File: src/rtl/rbcp_pkg.sv
// Shared FSM type, bus widths and length helper for the RBCP initiator.
package rbcp_pkg;

    localparam int RBCP_ADDR_W = 32;
    localparam int RBCP_DATA_W = 8;
    localparam int RBCP_CNT_W  = 9;

    localparam logic [RBCP_CNT_W-1:0] RBCP_LEN_ZERO_BYTES = 9'd256;

    typedef enum logic [2:0] {
        IDLE     = 3'd0,
        SETUP    = 3'd1,
        FETCH    = 3'd2,
        STROBE   = 3'd3,
        WAIT_ACK = 3'd4,
        DELIVER  = 3'd5,
        FINISH   = 3'd6
    } rbcp_state_e;

    // A length field of zero encodes a full 256-byte burst.
    function automatic logic [RBCP_CNT_W-1:0] rbcp_len_to_count(input logic [RBCP_DATA_W-1:0] len);
        logic [RBCP_CNT_W-1:0] cnt;
        if (len == 8'd0) begin
            cnt = RBCP_LEN_ZERO_BYTES;
        end else begin
            cnt = {1'b0, len};
        end
        return cnt;
    endfunction

endpackage

File: src/rtl/rbcp_master_if.sv
// Command, byte-stream and RBCP bus signals of the initiator; master = initiator side.
interface rbcp_master_if;
    import rbcp_pkg::*;

    logic                   CMD_VALID;
    logic                   CMD_READY;
    logic                   CMD_WRITE;
    logic [RBCP_ADDR_W-1:0] CMD_ADDR;
    logic [RBCP_DATA_W-1:0] CMD_LEN;
    logic [RBCP_DATA_W-1:0] WR_DATA;
    logic                   WR_VALID;
    logic                   WR_READY;
    logic [RBCP_DATA_W-1:0] RD_DATA;
    logic                   RD_VALID;
    logic                   RD_READY;
    logic                   DONE;
    logic                   ERROR;
    logic                   RBCP_ACT;
    logic [RBCP_ADDR_W-1:0] RBCP_ADDR;
    logic [RBCP_DATA_W-1:0] RBCP_WD;
    logic                   RBCP_WE;
    logic                   RBCP_RE;
    logic                   RBCP_ACK;
    logic [RBCP_DATA_W-1:0] RBCP_RD;

    modport master (
        input  CMD_VALID, CMD_WRITE, CMD_ADDR, CMD_LEN, WR_DATA, WR_VALID, RD_READY,
               RBCP_ACK, RBCP_RD,
        output CMD_READY, WR_READY, RD_DATA, RD_VALID, DONE, ERROR,
               RBCP_ACT, RBCP_ADDR, RBCP_WD, RBCP_WE, RBCP_RE
    );

    modport slave (
        output CMD_VALID, CMD_WRITE, CMD_ADDR, CMD_LEN, WR_DATA, WR_VALID, RD_READY,
               RBCP_ACK, RBCP_RD,
        input  CMD_READY, WR_READY, RD_DATA, RD_VALID, DONE, ERROR,
               RBCP_ACT, RBCP_ADDR, RBCP_WD, RBCP_WE, RBCP_RE
    );

endinterface

File: src/rtl/rbcp_ack_timer.sv
// Clearable 16-bit wait counter; flags the TIMEOUT-th enabled cycle since the last clear.
module rbcp_ack_timer #(
    parameter int TIMEOUT = 255
) (
    input  logic clk_i,
    input  logic rst_i,
    input  logic clr_i,
    input  logic en_i,
    output logic timeout_o
);

    localparam logic [15:0] LAST = 16'(TIMEOUT - 1);

    logic [15:0] count_q;
    logic [15:0] count_d;

    // Next count: clear wins, then saturating increment while enabled.
    always_comb begin
        count_d = count_q;
        if (clr_i) begin
            count_d = 16'd0;
        end else if (en_i && (count_q != LAST)) begin
            count_d = count_q + 16'd1;
        end else begin
            count_d = count_q;
        end
    end

    // Counter register.
    always_ff @(posedge clk_i) begin
        if (rst_i) begin
            count_q <= 16'd0;
        end else begin
            count_q <= count_d;
        end
    end

    assign timeout_o = en_i && (count_q == LAST);

endmodule

File: src/rtl/rbcp_master.sv
// RBCP initiator: turns a burst command into one RBCP byte cycle per byte with ACK timeout.
module rbcp_master
    import rbcp_pkg::*;
#(
    parameter int ACK_TIMEOUT = 255,
    parameter int ACT_SETUP   = 1
) (
    input  logic          BUS_CLK,
    input  logic          BUS_RST,
    rbcp_master_if.master bus
);

    localparam logic [3:0] SETUP_LAST = 4'(ACT_SETUP - 1);

    rbcp_state_e            state_q, state_d;
    logic [RBCP_ADDR_W-1:0] addr_q, addr_d;
    logic [RBCP_CNT_W-1:0]  cnt_q, cnt_d;
    logic [3:0]             setup_q, setup_d;
    logic                   write_q, write_d;
    logic                   err_q, err_d;
    logic                   have_nxt_q, have_nxt_d;
    logic [RBCP_DATA_W-1:0] wd_q, wd_d;
    logic [RBCP_DATA_W-1:0] nxt_wd_q, nxt_wd_d;
    logic [RBCP_DATA_W-1:0] rd_data_q, rd_data_d;
    logic                   cmd_ready_q, cmd_ready_d;
    logic                   wr_ready_q, wr_ready_d;
    logic                   rd_valid_q, rd_valid_d;
    logic                   done_q, done_d;
    logic                   error_q, error_d;
    logic                   act_q, act_d;
    logic                   we_q, we_d;
    logic                   re_q, re_d;
    logic                   cmd_hs_s, wr_hs_s, rd_hs_s;
    logic                   tmr_clr_s, tmr_en_s, tmr_timeout_s;

    assign cmd_hs_s  = bus.CMD_VALID & cmd_ready_q;
    assign wr_hs_s   = bus.WR_VALID & wr_ready_q;
    assign rd_hs_s   = rd_valid_q & bus.RD_READY;
    assign tmr_clr_s = (state_q == STROBE);
    assign tmr_en_s  = (state_q == WAIT_ACK);

    rbcp_ack_timer #(
        .TIMEOUT (ACK_TIMEOUT)
    ) u_ack_timer (
        .clk_i     (BUS_CLK),
        .rst_i     (BUS_RST),
        .clr_i     (tmr_clr_s),
        .en_i      (tmr_en_s),
        .timeout_o (tmr_timeout_s)
    );

    // Next-state and next-output logic; outputs are derived from the next state so they register cleanly.
    always_comb begin
        state_d    = state_q;
        addr_d     = addr_q;
        cnt_d      = cnt_q;
        setup_d    = setup_q;
        write_d    = write_q;
        err_d      = err_q;
        have_nxt_d = have_nxt_q;
        wd_d       = wd_q;
        nxt_wd_d   = nxt_wd_q;
        rd_data_d  = rd_data_q;

        case (state_q)
            IDLE: begin
                if (cmd_hs_s) begin
                    addr_d     = bus.CMD_ADDR;
                    write_d    = bus.CMD_WRITE;
                    cnt_d      = rbcp_len_to_count(bus.CMD_LEN);
                    setup_d    = 4'd0;
                    err_d      = 1'b0;
                    have_nxt_d = 1'b0;
                    state_d    = SETUP;
                end else begin
                    state_d = IDLE;
                end
            end
            SETUP: begin
                if (setup_q == SETUP_LAST) begin
                    if (write_q) begin
                        state_d = FETCH;
                    end else begin
                        state_d = STROBE;
                    end
                end else begin
                    setup_d = setup_q + 4'd1;
                end
            end
            FETCH: begin
                if (wr_hs_s) begin
                    wd_d    = bus.WR_DATA;
                    state_d = STROBE;
                end else begin
                    state_d = FETCH;
                end
            end
            STROBE: begin
                state_d = WAIT_ACK;
            end
            WAIT_ACK: begin
                // Prefetch the next write byte while waiting so back-to-back bytes cost two cycles.
                if (wr_hs_s) begin
                    nxt_wd_d   = bus.WR_DATA;
                    have_nxt_d = 1'b1;
                end else begin
                    nxt_wd_d = nxt_wd_q;
                end
                if (bus.RBCP_ACK) begin
                    if (write_q) begin
                        cnt_d  = cnt_q - 9'd1;
                        addr_d = addr_q + 32'd1;
                        if (cnt_q == 9'd1) begin
                            state_d = FINISH;
                        end else if (have_nxt_q) begin
                            wd_d       = nxt_wd_q;
                            have_nxt_d = 1'b0;
                            state_d    = STROBE;
                        end else if (wr_hs_s) begin
                            wd_d       = bus.WR_DATA;
                            have_nxt_d = 1'b0;
                            state_d    = STROBE;
                        end else begin
                            state_d = FETCH;
                        end
                    end else begin
                        rd_data_d = bus.RBCP_RD;
                        state_d   = DELIVER;
                    end
                end else if (tmr_timeout_s) begin
                    err_d   = 1'b1;
                    state_d = FINISH;
                end else begin
                    state_d = WAIT_ACK;
                end
            end
            DELIVER: begin
                if (rd_hs_s) begin
                    cnt_d  = cnt_q - 9'd1;
                    addr_d = addr_q + 32'd1;
                    if (cnt_q == 9'd1) begin
                        state_d = FINISH;
                    end else begin
                        state_d = STROBE;
                    end
                end else begin
                    state_d = DELIVER;
                end
            end
            FINISH: begin
                err_d      = 1'b0;
                have_nxt_d = 1'b0;
                state_d    = IDLE;
            end
            default: begin
                state_d = IDLE;
            end
        endcase

        cmd_ready_d = (state_d == IDLE);
        act_d       = (state_d == SETUP) || (state_d == FETCH) || (state_d == STROBE) ||
                      (state_d == WAIT_ACK) || (state_d == DELIVER);
        we_d        = (state_d == STROBE) && write_d;
        re_d        = (state_d == STROBE) && !write_d;
        rd_valid_d  = (state_d == DELIVER);
        done_d      = (state_d == FINISH);
        error_d     = (state_d == FINISH) && err_d;
        wr_ready_d  = (state_d == FETCH) ||
                      ((state_d == WAIT_ACK) && write_d && (cnt_d > 9'd1) && !have_nxt_d);
    end

    // State and registered outputs.
    always_ff @(posedge BUS_CLK) begin
        if (BUS_RST) begin
            state_q     <= IDLE;
            addr_q      <= 32'd0;
            cnt_q       <= 9'd0;
            setup_q     <= 4'd0;
            write_q     <= 1'b0;
            err_q       <= 1'b0;
            have_nxt_q  <= 1'b0;
            wd_q        <= 8'd0;
            nxt_wd_q    <= 8'd0;
            rd_data_q   <= 8'd0;
            cmd_ready_q <= 1'b1;
            wr_ready_q  <= 1'b0;
            rd_valid_q  <= 1'b0;
            done_q      <= 1'b0;
            error_q     <= 1'b0;
            act_q       <= 1'b0;
            we_q        <= 1'b0;
            re_q        <= 1'b0;
        end else begin
            state_q     <= state_d;
            addr_q      <= addr_d;
            cnt_q       <= cnt_d;
            setup_q     <= setup_d;
            write_q     <= write_d;
            err_q       <= err_d;
            have_nxt_q  <= have_nxt_d;
            wd_q        <= wd_d;
            nxt_wd_q    <= nxt_wd_d;
            rd_data_q   <= rd_data_d;
            cmd_ready_q <= cmd_ready_d;
            wr_ready_q  <= wr_ready_d;
            rd_valid_q  <= rd_valid_d;
            done_q      <= done_d;
            error_q     <= error_d;
            act_q       <= act_d;
            we_q        <= we_d;
            re_q        <= re_d;
        end
    end

    assign bus.CMD_READY = cmd_ready_q;
    assign bus.WR_READY  = wr_ready_q;
    assign bus.RD_DATA   = rd_data_q;
    assign bus.RD_VALID  = rd_valid_q;
    assign bus.DONE      = done_q;
    assign bus.ERROR     = error_q;
    assign bus.RBCP_ACT  = act_q;
    assign bus.RBCP_ADDR = addr_q;
    assign bus.RBCP_WD   = wd_q;
    assign bus.RBCP_WE   = we_q;
    assign bus.RBCP_RE   = re_q;

endmodule

File: src/flat_wrapper.sv
// flat-port wrapper written by rule: the top's interface ports become plain ports
module rbcp_master_flat import rbcp_pkg::*;
#(
    parameter int ACK_TIMEOUT = 255,
    parameter int ACT_SETUP   = 1
)
  (BUS_CLK, BUS_RST, bus_CMD_VALID, bus_CMD_WRITE, bus_CMD_ADDR, bus_CMD_LEN, bus_WR_DATA, bus_WR_VALID, bus_RD_READY, bus_RBCP_ACK, bus_RBCP_RD, bus_CMD_READY, bus_WR_READY, bus_RD_DATA, bus_RD_VALID, bus_DONE, bus_ERROR, bus_RBCP_ACT, bus_RBCP_ADDR, bus_RBCP_WD, bus_RBCP_WE, bus_RBCP_RE);
  rbcp_master_if bus_i ();
  input  logic BUS_CLK;
  input  logic BUS_RST;
  input wire logic [$bits(bus_i.CMD_VALID)-1:0] bus_CMD_VALID;
  input wire logic [$bits(bus_i.CMD_WRITE)-1:0] bus_CMD_WRITE;
  input wire logic [$bits(bus_i.CMD_ADDR)-1:0] bus_CMD_ADDR;
  input wire logic [$bits(bus_i.CMD_LEN)-1:0] bus_CMD_LEN;
  input wire logic [$bits(bus_i.WR_DATA)-1:0] bus_WR_DATA;
  input wire logic [$bits(bus_i.WR_VALID)-1:0] bus_WR_VALID;
  input wire logic [$bits(bus_i.RD_READY)-1:0] bus_RD_READY;
  input wire logic [$bits(bus_i.RBCP_ACK)-1:0] bus_RBCP_ACK;
  input wire logic [$bits(bus_i.RBCP_RD)-1:0] bus_RBCP_RD;
  output wire logic [$bits(bus_i.CMD_READY)-1:0] bus_CMD_READY;
  output wire logic [$bits(bus_i.WR_READY)-1:0] bus_WR_READY;
  output wire logic [$bits(bus_i.RD_DATA)-1:0] bus_RD_DATA;
  output wire logic [$bits(bus_i.RD_VALID)-1:0] bus_RD_VALID;
  output wire logic [$bits(bus_i.DONE)-1:0] bus_DONE;
  output wire logic [$bits(bus_i.ERROR)-1:0] bus_ERROR;
  output wire logic [$bits(bus_i.RBCP_ACT)-1:0] bus_RBCP_ACT;
  output wire logic [$bits(bus_i.RBCP_ADDR)-1:0] bus_RBCP_ADDR;
  output wire logic [$bits(bus_i.RBCP_WD)-1:0] bus_RBCP_WD;
  output wire logic [$bits(bus_i.RBCP_WE)-1:0] bus_RBCP_WE;
  output wire logic [$bits(bus_i.RBCP_RE)-1:0] bus_RBCP_RE;
  assign bus_i.CMD_VALID = bus_CMD_VALID;
  assign bus_i.CMD_WRITE = bus_CMD_WRITE;
  assign bus_i.CMD_ADDR = bus_CMD_ADDR;
  assign bus_i.CMD_LEN = bus_CMD_LEN;
  assign bus_i.WR_DATA = bus_WR_DATA;
  assign bus_i.WR_VALID = bus_WR_VALID;
  assign bus_i.RD_READY = bus_RD_READY;
  assign bus_i.RBCP_ACK = bus_RBCP_ACK;
  assign bus_i.RBCP_RD = bus_RBCP_RD;
  assign bus_CMD_READY = bus_i.CMD_READY;
  assign bus_WR_READY = bus_i.WR_READY;
  assign bus_RD_DATA = bus_i.RD_DATA;
  assign bus_RD_VALID = bus_i.RD_VALID;
  assign bus_DONE = bus_i.DONE;
  assign bus_ERROR = bus_i.ERROR;
  assign bus_RBCP_ACT = bus_i.RBCP_ACT;
  assign bus_RBCP_ADDR = bus_i.RBCP_ADDR;
  assign bus_RBCP_WD = bus_i.RBCP_WD;
  assign bus_RBCP_WE = bus_i.RBCP_WE;
  assign bus_RBCP_RE = bus_i.RBCP_RE;
  rbcp_master #(.ACK_TIMEOUT(ACK_TIMEOUT), .ACT_SETUP(ACT_SETUP)) u_core (.BUS_CLK(BUS_CLK), .BUS_RST(BUS_RST), .bus(bus_i));
endmodule
File: config.mk
export PLATFORM = sky130hd
export DESIGN_NAME = rbcp_master_flat
export DESIGN_NICKNAME = d
export VERILOG_FILES = /design/src/rtl/rbcp_pkg.sv /design/src/rtl/rbcp_master_if.sv /design/src/rtl/rbcp_ack_timer.sv /design/src/rtl/rbcp_master.sv /design/src/flat_wrapper.sv
export SDC_FILE = /design/constraint.sdc
export NUM_CORES = 1
export LEC_CHECK = 0
export ABC_AREA = 0
export CAP_MARGIN = 30
export CORE_MARGIN = 2
export CORE_UTILIZATION = 55
export DETAILED_ROUTE_END_ITERATION = 16
export HOLD_SLACK_MARGIN = 0.12
export PLACE_DENSITY = 0.86
export SLEW_MARGIN = 20
export SYNTH_ARGS = -nofsm -noshare
export SYNTH_HDL_FRONTEND = slang
export SYNTH_SLANG_ARGS = --single-unit
export TNS_END_PERCENT = 10
File: constraint.sdc
create_clock -name BUS_CLK -period 3.89 [get_ports BUS_CLK]
set_input_delay 0.389 -clock BUS_CLK [delete_from_list [all_inputs] [get_ports BUS_CLK]]
set_output_delay 0.389 -clock BUS_CLK [all_outputs]
set_load 0.02 [all_outputs]
==> Word level (Yosys, flattened, before mapping) <==
Cells that the tools add are included.
{ "op_classes": {"n_addsub": 4, "magnitude_cmp": 1, "n_eq_ne": 21, "n_mux": 46, "bitwise": 4, "reduce_logical": 28} }
{ "ops": {"columns": ["cell", "n"], "rows": [
  ["2-to-1 mux 32 bit", 4],
  ["case mux 32 bit (3 select lines)", 1],
  ["2-to-1 mux 9 bit", 5],
  ["2-to-1 mux 8 bit", 5],
  ["adder 32 x 1 -> 32 bit (second input constant)", 1],
  ["case mux 9 bit (3 select lines)", 1],
  ["equality test 3 bit (second input constant)", 6],
  ["2-to-1 mux 3 bit", 6],
  ["case mux 3 bit (6 select lines)", 1],
  ["adder 16 x 1 -> 16 bit (second input constant)", 1],
  ["equality test 16 x 8 -> 1 bit (second input constant)", 1],
  ["2-to-1 mux 1 bit", 16],
  ["inequality test 16 x 8 -> 1 bit (second input constant)", 1],
  ["case mux 8 bit (2 select lines)", 1],
  ["equality test 3 x 2 -> 1 bit (second input constant)", 4],
  ["equality test 9 x 1 -> 1 bit (second input constant)", 1],
  ["> comparator 9 x 1 -> 1 bit (second input constant)", 1],
  ["subtractor 9 x 1 -> 9 bit (second input constant)", 1],
  ["logical AND 1 bit", 8],
  ["zero test 8 bit", 1],
  ["2-to-1 mux 4 bit", 2],
  ["case mux 4 bit (2 select lines)", 1],
  ["equality test 3 x 1 -> 1 bit (second input constant)", 2],
  ["zero test 3 bit", 2],
  ["other kinds (17)", 31]
]} }
{ "totals": {"register_bits": 99, "input_bits": 63, "out_inout_bits": 56, "wordCells": 123} }

==> Depth between registers and ports, before layout <==
Gate-level depths: netlist (run 1).
{ "logic_depth": {"ltp_word": 12, "ltp_mapped": 9, "depth_no_buf": 8} }

==> Hierarchy <==
A second synthesis (run 1) with hierarchy kept.
{ "hier_totals": {"hier_cells": 668, "area_unflattened_um2": 5456.5} }
{ "modules_own_cells": {"columns": ["module", "n_inst", "cells_per_inst", "area_each_um2", "seq_area_each_um2"], "rows": [
  ["rbcp_master", 1, 575, 4624.4, 1661.6],
  ["rbcp_ack_timer", 1, 93, 832.0, 320.3]
]} }

==> Worst setup path before layout (run 1) <==
OpenSTA, ideal clock, no wires.
{ "synth_path": {"path_kind": "reg2reg", "start": "reg u_core.addr_q[0] (netlist: u_core.bus.RBCP_ADDR[0])", "end": "reg u_core.addr_q[30] (netlist: u_core.bus.RBCP_ADDR[30])", "setup_ns": 0.103, "arrival_time_ns": 2.204, "t_required_ns": 3.787, "setup_slack_ns": 1.583, "path_stages_with_launch": 8, "n_path_buf": 0, "synth_period_minus_slack_ns": 2.307, "path_cell_list": "dfxtp_1 -> ha_1 -> and4_1 -> nand3_1 -> or4_4 -> nor3_2 -> mux2i_1 -> a2111oi_2"} }
{ "synth_via": {"elab_chain_len": 4, "word_cells_on_any_way": 5, "classes_between": "1 x add/sub; 4 x mux"} }
{ "synth_rtl": {"columns": ["element", "line", "rtl"], "rows": [
  ["from (decl)", "rbcp_master.sv:16", "logic [RBCP_ADDR_W-1:0] addr_q, addr_d;"],
  ["from (signal assigned)", "rbcp_master.sv:195", "addr_q <= addr_d;"],
  ["adder 32 x 1 -> 32 bit (*)", "rbcp_master.sv:112, rbcp_master.sv:140", null],
  ["2-to-1 mux 32 bit", "rbcp_master.sv:110", "if (write_q) begin"],
  ["2-to-1 mux 32 bit", "rbcp_master.sv:109", "if (bus.RBCP_ACK) begin"],
  ["case mux 32 bit (3 select lines) (*)", "rbcp_master.sv:65", "case (state_q)"]
]} }
Mark *: on every way between the ends. The rest lies on a longest branch, timed or not. The select of a mux whose other input is x is not followed.
A chain may end at the register's enable or synchronous reset.

==> Final worst setup path (run 1) <==
{ "layout_path": {"start": "reg u_core.state_q[0]", "end": "reg u_core.wr_ready_q (netlist: u_core.bus.WR_READY)"} }
{ "layout_via": {"elab_chain_len": 10, "word_cells_on_any_way": 23, "classes_between": "1 x order compare; 8 x eq/ne; 7 x mux; 7 x reduce/logical"} }
{ "layout_rtl": {"columns": ["element", "line", "rtl"], "rows": [
  ["from (decl)", "rbcp_master.sv:15", "rbcp_state_e state_q, state_d;"],
  ["from (signal assigned)", "rbcp_master.sv:194", "state_q <= state_d;"],
  ["parallel branches: the longest is 9 deep, another holds > comparator 9 x 1 -> 1 bit", null, null],
  ["logical OR 1 bit (*)", "rbcp_master.sv:168", "wr_ready_d = (state_d == FETCH) ||"],
  ["to (signal assigned)", "rbcp_master.sv:205", "wr_ready_q <= wr_ready_d;"],
  ["to (decl)", "rbcp_master.sv:26", "logic wr_ready_q, wr_ready_d;"]
]} }
Every way passes the cells marked *.

==> flow_metrics.env, run 1 <==
export IMPL_status="complete, no violations"
export IMPL_die_x_microns=102
export IMPL_first_pass_iters=5
export IMPL_start_util=0.568
export IMPL_hold_buffers=0
export IMPL_synth_most_common_cell="dfxtp_1"
export IMPL_yosys_register_bits=99
export IMPL_synthToLayoutAreaGrowth_pct=25.8
export IMPL_hold_ws_ns=0.460
export IMPL_n_fill_cell=728
export IMPL_synth_distinct_cells=81
export IMPL_grt_usage=0.288
export IMPL_synth_top_area_share=0.376
export IMPL_h_tree_depth=3
export IMPL_path_clk_slew_ns=0.09
export IMPL_vias_per_cell=6.16
export IMPL_io_buffers=118
export IMPL_drive_above_1_share=0.0618
export IMPL_chipHeight_microns=102
export IMPL_vias=5477
export IMPL_grt_max_degree=67
export IMPL_fin_cells=889
export IMPL_finClkSkew_ns=0.0182
export IMPL_cp_required_ns=4.11
export IMPL_rsz0062_at_grt="false"
export IMPL_hold_viol_final=0
export IMPL_place_ws_ns=1.05
export IMPL_cts_sinks=99
export IMPL_ctsResizeCount=0
export IMPL_crit_type="reg -> reg"
export IMPL_tightestPinTransition_ns=0.901
export IMPL_yosysWarnings=0
export IMPL_synth_top_area_cell="dfxtp_1"
export IMPL_hpwlAfterDp_mm=10.7
export IMPL_crit_arrival_ns=2.89
export IMPL_overflow=0
export IMPL_peakVddDrop_uv=323
export IMPL_p_leak_nw=2.37
export IMPL_setup_viol=0
export IMPL_clock_path_buffers=2
export IMPL_post_cts_buffers=0
export IMPL_synth_fp_nets=727
export IMPL_cp_max_fo=34
export IMPL_ant_nets=0
export IMPL_maxCapViolations=0
export IMPL_place_congestion=0.905
export IMPL_setup_ws_ns=1.22
export IMPL_finalCritPeriodShare=0.686
export IMPL_numCtsBuffers=9
export IMPL_setup_tns_final_ns=0
export IMPL_relSlewSlack=0.395
export IMPL_avgSynthCellArea_sq_um=8.03
export IMPL_first_iter_violations=351
export IMPL_core_area_sq_um=9280
export IMPL_synthFlopType="dfxtp_1"
export IMPL_clock_latency_ns=0.38
export IMPL_drt_total_wl_mm=14.9
export IMPL_synthTopCellsByArea="dfxtp_1, nor2_1, nand2_1, a21oi_1, o21ai_0"
export IMPL_cts_tree="yes"
export IMPL_grt_pass1_vias=5033
export IMPL_cts_root_buf="clkbuf_8"
export IMPL_drv_slew=0
export IMPL_route_detailed_drc=0
export IMPL_yosysSeqAreaShare=0.376
export IMPL_worst_hold_path_type="reg -> reg"
export IMPL_io_pins=119
export IMPL_antenna_found_initial=0
export IMPL_nets=825
export IMPL_synth_edf_count=0
export IMPL_end_kind="flop"
export IMPL_fp_row_count=35
export IMPL_diodes=0
export IMPL_dp_cells=873
export IMPL_total_power_mw=3.27
export IMPL_grt_pass1_wl_mm=24.2
export IMPL_die_area_sq_um=10400
export IMPL_synthesis_area_sq_um=5280
export IMPL_wire_per_inst_microns=16.8
export IMPL_finalCriticalPeriod_ns=2.67
export IMPL_ys_top_cells_by_count="dfxtp_1, nor2_1, nand2_1, a21oi_1, o21ai_0"
export IMPL_postSynthCellCount=657
export IMPL_synthArstFlopShare=0
export IMPL_critPathLaunchType="flop"
export IMPL_powerDensity_nw_per_um2=493
export IMPL_fmax_mhz=374
worst paths after layout:
kind	start	end	slack, ns	cells after the start
worst max-delay path	u_core.state_q[0]$_SDFF_PP0_	u_core.bus.WR_READY$_SDFF_PP0_	1.22	7
worst min-delay path	u_core.nxt_wd_q[5]$_SDFFE_PP0P_	u_core.nxt_wd_q[5]$_SDFFE_PP0P_	0.46	2
worst max register to register	u_core.state_q[0]$_SDFF_PP0_	u_core.bus.WR_READY$_SDFF_PP0_	1.22	7
worst min register to register	u_core.nxt_wd_q[5]$_SDFFE_PP0P_	u_core.nxt_wd_q[5]$_SDFFE_PP0P_	0.46	2
logic make-up (layout without fill, tap and decap cells):
group | after synthesis | in the layout | share of synthesized area
simple gates | 304 | 304 | 0.305
xor+xnor | 13 | 13 | 0.0216
buf+inv | 53 | 156 | 0.0481
mux | 11 | 11 | 0.0209
compound gates | 170 | 170 | 0.212
fa+ha+maj | 7 | 7 | 0.0166
flops | 99 | 99 | 0.376
cell usage in the layout (no fill, tap or decap), types with 7 or more instances in the layout:
cell type | Yosys | layout
ha_1 | 7 | 7
dfxtp_1 | 99 | 99
xnor2_1 | 9 | 9
mux2i_1 | 11 | 11
o31ai_1 | 10 | 10
nand4_1 | 17 | 17
o21ai_0 | 35 | 35
a211oi_1 | 18 | 18
inv_1 | 17 | 17
and2_1 | 9 | 9
a21oi_1 | 48 | 48
clkbuf_8 | 4 | 9
nand3_1 | 25 | 25
clkdlybuf4s50_1 | 0 | 117
nor3_1 | 22 | 22
nand2_1 | 73 | 73
nor4_1 | 9 | 9
a21o_1 | 9 | 9
or3_1 | 18 | 18
nor2_1 | 79 | 79
through the flow:
step / util / cell area, sq um
2_1_floorplan: - / 5280
3_3_place_gp: 0.696 / 6470
3_5_place_dp: 0.696 / 6470
4_1_cts: 0.715 / 6640
5_1_grt: 0.715 / 6640
6_report: 0.715 / 6640
sequential cells by signal (all words and copies together) (netlist names):
name	cells
u_core.bus.ERROR	1
u_core.setup_q	4
u_core.bus.RD_DATA	8
u_core.bus.RBCP_RE	1
u_core.bus.CMD_READY	1
u_core.bus.RBCP_ACT	1
u_core.bus.WR_READY	1
u_core.bus.RBCP_WD	8
u_core.write_q	1
u_core.u_ack_timer.count_q	16
u_core.bus.RBCP_WE	1
u_core.have_nxt_q	1
u_core.bus.DONE	1
u_core.err_q	1
u_core.nxt_wd_q	8
u_core.bus.RBCP_ADDR	32
u_core.bus.RD_VALID	1
u_core.state_q	3
u_core.cnt_q	9
area by class of cell:
| type | instances | area, sq um | share of cell area |
|---|---|---|---|
| Multi-Input combinational cell | 505 | 3050 | 0.459 |
| Sequential cell | 99 | 1980 | 0.299 |
| Timing Repair Buffer | 123 | 1210 | 0.183 |
| Tap cell | 129 | 161 | 0.0243 |
| Clock buffer | 11 | 131 | 0.0198 |
| Inverter | 17 | 63.8 | 0.00961 |
| Clock inverter | 5 | 40.0 | 0.00603 |
routing by layer:
metal,vias to the layer above,part of all wire,GRT usage
met5,-,0,0
met4,0,0.026,0.115
met3,36,0.082,0.0568
met2,277,0.47,0.450
met1,2567,0.42,0.392
li1,2597,-,-
critical path, stage by stage (launching register included):
cell,delay (ns)
dfxtp_1,0.70
nand4_1,0.27
a31oi_2,0.23
buf_4,0.36
o21ai_0,0.20
a221o_1,0.35
nor4_1,0.26
a2111oi_0,0.13
power by group:
group	total, mW	switching [mW]	internal [mW]
clock network	0.597	0.362	0.235
logic	1.29	0.719	0.567
registers	1.39	0.228	1.16
total	3.27	1.31	1.96
Power figures use the tool's default switching activity.
==> inputs of run 2 (changes only) <==
--- a/config.mk
+++ b/config.mk
@@ -8,10 +8,10 @@
 export ABC_AREA = 0
 export CAP_MARGIN = 30
 export CORE_MARGIN = 2
-export CORE_UTILIZATION = 55
+export CORE_UTILIZATION = 51
 export DETAILED_ROUTE_END_ITERATION = 16
 export HOLD_SLACK_MARGIN = 0.12
-export PLACE_DENSITY = 0.86
+export PLACE_DENSITY = 0.81
 export SLEW_MARGIN = 20
 export SYNTH_ARGS = -nofsm -noshare
 export SYNTH_HDL_FRONTEND = slang
==> constraint.sdc (replaced) <==
create_clock -name BUS_CLK -period 2.6 [get_ports BUS_CLK]
set_input_delay 0.26 -clock BUS_CLK [delete_from_list [all_inputs] [get_ports BUS_CLK]]
set_output_delay 0.26 -clock BUS_CLK [all_outputs]
set_load 0.02 [all_outputs]
==> run 2 against run 1 <==
Net effect:
- register-to-register slack lost 1.0 ns
- combinational power grew 57%
- cell count grew 2.5%
- flip-flop and latch count is the same
- via count grew 0.40%
- global-route usage shrank 1.9 points
==> flow_metrics.env, run 2 (same netlist as run 1, synthesis figures left out) <==
export IMPL_status="complete, no violations"
export IMPL_grt_usage=0.268
export IMPL_ff2ff_setup_slack_ns=0.19
export IMPL_ant_nets=0
export IMPL_p_switching_mw=2.02
export IMPL_r2r_start="u_core.bus.RBCP_ADDR[0]$_SDFFE_PP0P_"
export IMPL_powerDensity_nw_per_um2=748
export IMPL_r2r_end="u_core.bus.RBCP_ADDR[30]$_SDFFE_PP0P_"
export IMPL_post_cts_buffers=0
export IMPL_place_congestion=0.908
export IMPL_pwr_share_comb=0.401
export IMPL_diodes=0
export IMPL_cp_max_fo=6
export IMPL_chipHeight_microns=106
export IMPL_cts_sinks=99
export IMPL_antenna_found_initial=0
export IMPL_hp_start="BUS_RST"
export IMPL_synthToLayoutAreaGrowth_pct=28.6
export IMPL_p_leak_nw=2.46
export IMPL_cp_required_ns=2.88
export IMPL_worst_hold_path_type="in -> reg"
export IMPL_layout_commonest_cell="clkdlybuf4s50_1"
export IMPL_h_tree_depth=3
export IMPL_end_kind="flop"
export IMPL_swShare=0.397
export IMPL_die_x_microns=106
export IMPL_critPathLaunchType="flop"
export IMPL_final_util=0.666
export IMPL_setup_viol=0
export IMPL_largest_reg_flops=32
export IMPL_hpwlAfterDp_mm=11.0
export IMPL_numCtsBuffers=9
export IMPL_maxCapViolations=0
export IMPL_n_fill_cell=824
export IMPL_clock_path_buffers=2
export IMPL_overflow=0
export IMPL_route_detailed_drc=0
export IMPL_die_area_sq_um=11200
export IMPL_first_iter_violations=365
export IMPL_grt_pass1_wl_mm=24.8
export IMPL_first_pass_iters=5
export IMPL_grt_pass1_vias=5242
export IMPL_vias_per_cell=6.04
export IMPL_layout_common_cells="clkdlybuf4s50_1, dfxtp_1, nor2_1"
export IMPL_io_pins=119
export IMPL_core_area_sq_um=10200
export IMPL_clockPowerShare=0.191
export IMPL_rsz0062_at_grt="false"
export IMPL_total_power_mw=5.07
export IMPL_crit_arrival_ns=2.69
export IMPL_fp_row_count=37
export IMPL_startpoint="u_core.bus.RBCP_ADDR[0]$_SDFFE_PP0P_"
export IMPL_finClkSkew_ns=0.0176
export IMPL_finalCritPeriodShare=0.927
export IMPL_crit_end="u_core.bus.RBCP_ADDR[30]$_SDFFE_PP0P_"
export IMPL_setup_tns_final_ns=0
export IMPL_path_clk_slew_ns=0.11
export IMPL_crit_type="reg -> reg"
export IMPL_drt_total_wl_mm=15.4
export IMPL_tightestPinTransition_ns=0.947
export IMPL_wire_per_inst_microns=16.9
export IMPL_finalCriticalPeriod_ns=2.41
export IMPL_hold_viol_final=0
export IMPL_cts_root_buf="clkbuf_8"
export IMPL_p_int_mw=3.06
export IMPL_start_util=0.518
export IMPL_ctsResizeCount=0
export IMPL_nets=840
export IMPL_cts_tree="yes"
export IMPL_hold_ws_ns=0.372
export IMPL_fmax_mhz=415
export IMPL_grt_max_degree=50
export IMPL_peakVddDrop_uv=576
export IMPL_drv_slew=0
export IMPL_relSlewSlack=0.364
export IMPL_vias=5499
export IMPL_hold_buffers=0
export IMPL_seqPwrFrac=0.409
export IMPL_drive_above_1_share=0.0813
export IMPL_clock_latency_ns=0.37
export IMPL_reg2regPathDepth=7
export IMPL_io_buffers=118
run 2: cell count changes in the layout (fill, tap and decap cells not counted), sizes merged:
| cell | before | now |
|---|---|---|
| clkinv | 2 | 1 |
| inv | 17 | 19 |
| clkinvlp | 3 | 2 |
| buf | 6 | 21 |
run 2: cell type report:
class | count | area [sq um] | area share
clock inverter | 5 | 46.3 | 0.00682
clock buffer | 11 | 141 | 0.0208
timing repair buffer | 138 | 1340 | 0.197
tap | 136 | 170 | 0.0251
sequential | 99 | 1980 | 0.292
inverter | 17 | 63.8 | 0.00940
multi-input combinational | 505 | 3050 | 0.449
run 2: worst min-delay path by stage:
| stage | to | slack (ns) | cells past startpoint |
|---|---|---|---|
| finish | u_core.bus.RBCP_ADDR[12]$_SDFFE_PP0P_ | 0.37 | 3 |
| global route | u_core.bus.RBCP_ADDR[10]$_SDFFE_PP0P_ | 0.37 | 3 |
| CTS | u_core.bus.RBCP_ADDR[12]$_SDFFE_PP0P_ | 0.36 | 3 |
| detailed placement | u_core.nxt_wd_q[6]$_SDFFE_PP0P_ | 0.45 | 2 |
| global placement | u_core.nxt_wd_q[1]$_SDFFE_PP0P_ | 0.44 | 2 |
| floorplan | u_core.nxt_wd_q[0]$_SDFFE_PP0P_ | 0.40 | 2 |
run 2: metal layers:
| metal | up-vias | global-route usage | wire, microns |
|---|---|---|---|
| li1 | 2628 | - | - |
| met1 | 2579 | 0.348 | 6510 |
| met2 | 262 | 0.449 | 7370 |
| met3 | 30 | 0.0396 | 1150 |
| met4 | 0 | 0.103 | 327 |
| met5 | - | 0 | 0 |
run 2: worst max-delay path, stage by stage (launching register included):
cell,delay (ns)
dfxtp_1,0.44
ha_1,0.28
and4_1,0.26
nand3_1,0.13
or4_4,0.60
nor3_2,0.15
mux2i_1,0.12
a2111oi_2,0.35
run 2: power groups by stage:
stage,logic (mW),clock network [mW],registers (mW)
floorplan,1.09,0,2.19
detailed placement,2.01,0,2.09
CTS,2.02,0.982,2.06
finish,2.03,0.969,2.07
global placement,1.97,0,2.08
global route,2.19,1.04,2.10
run 2: metrics by stage:
step	setup WS [ns]	instances	area, sq um
finish	0.190	911	6790
global route	0.0491	911	6790
CTS	0.197	911	6790
detailed placement	0.158	895	6600
global placement	0.220	895	6600
floorplan	0.293	657	5280
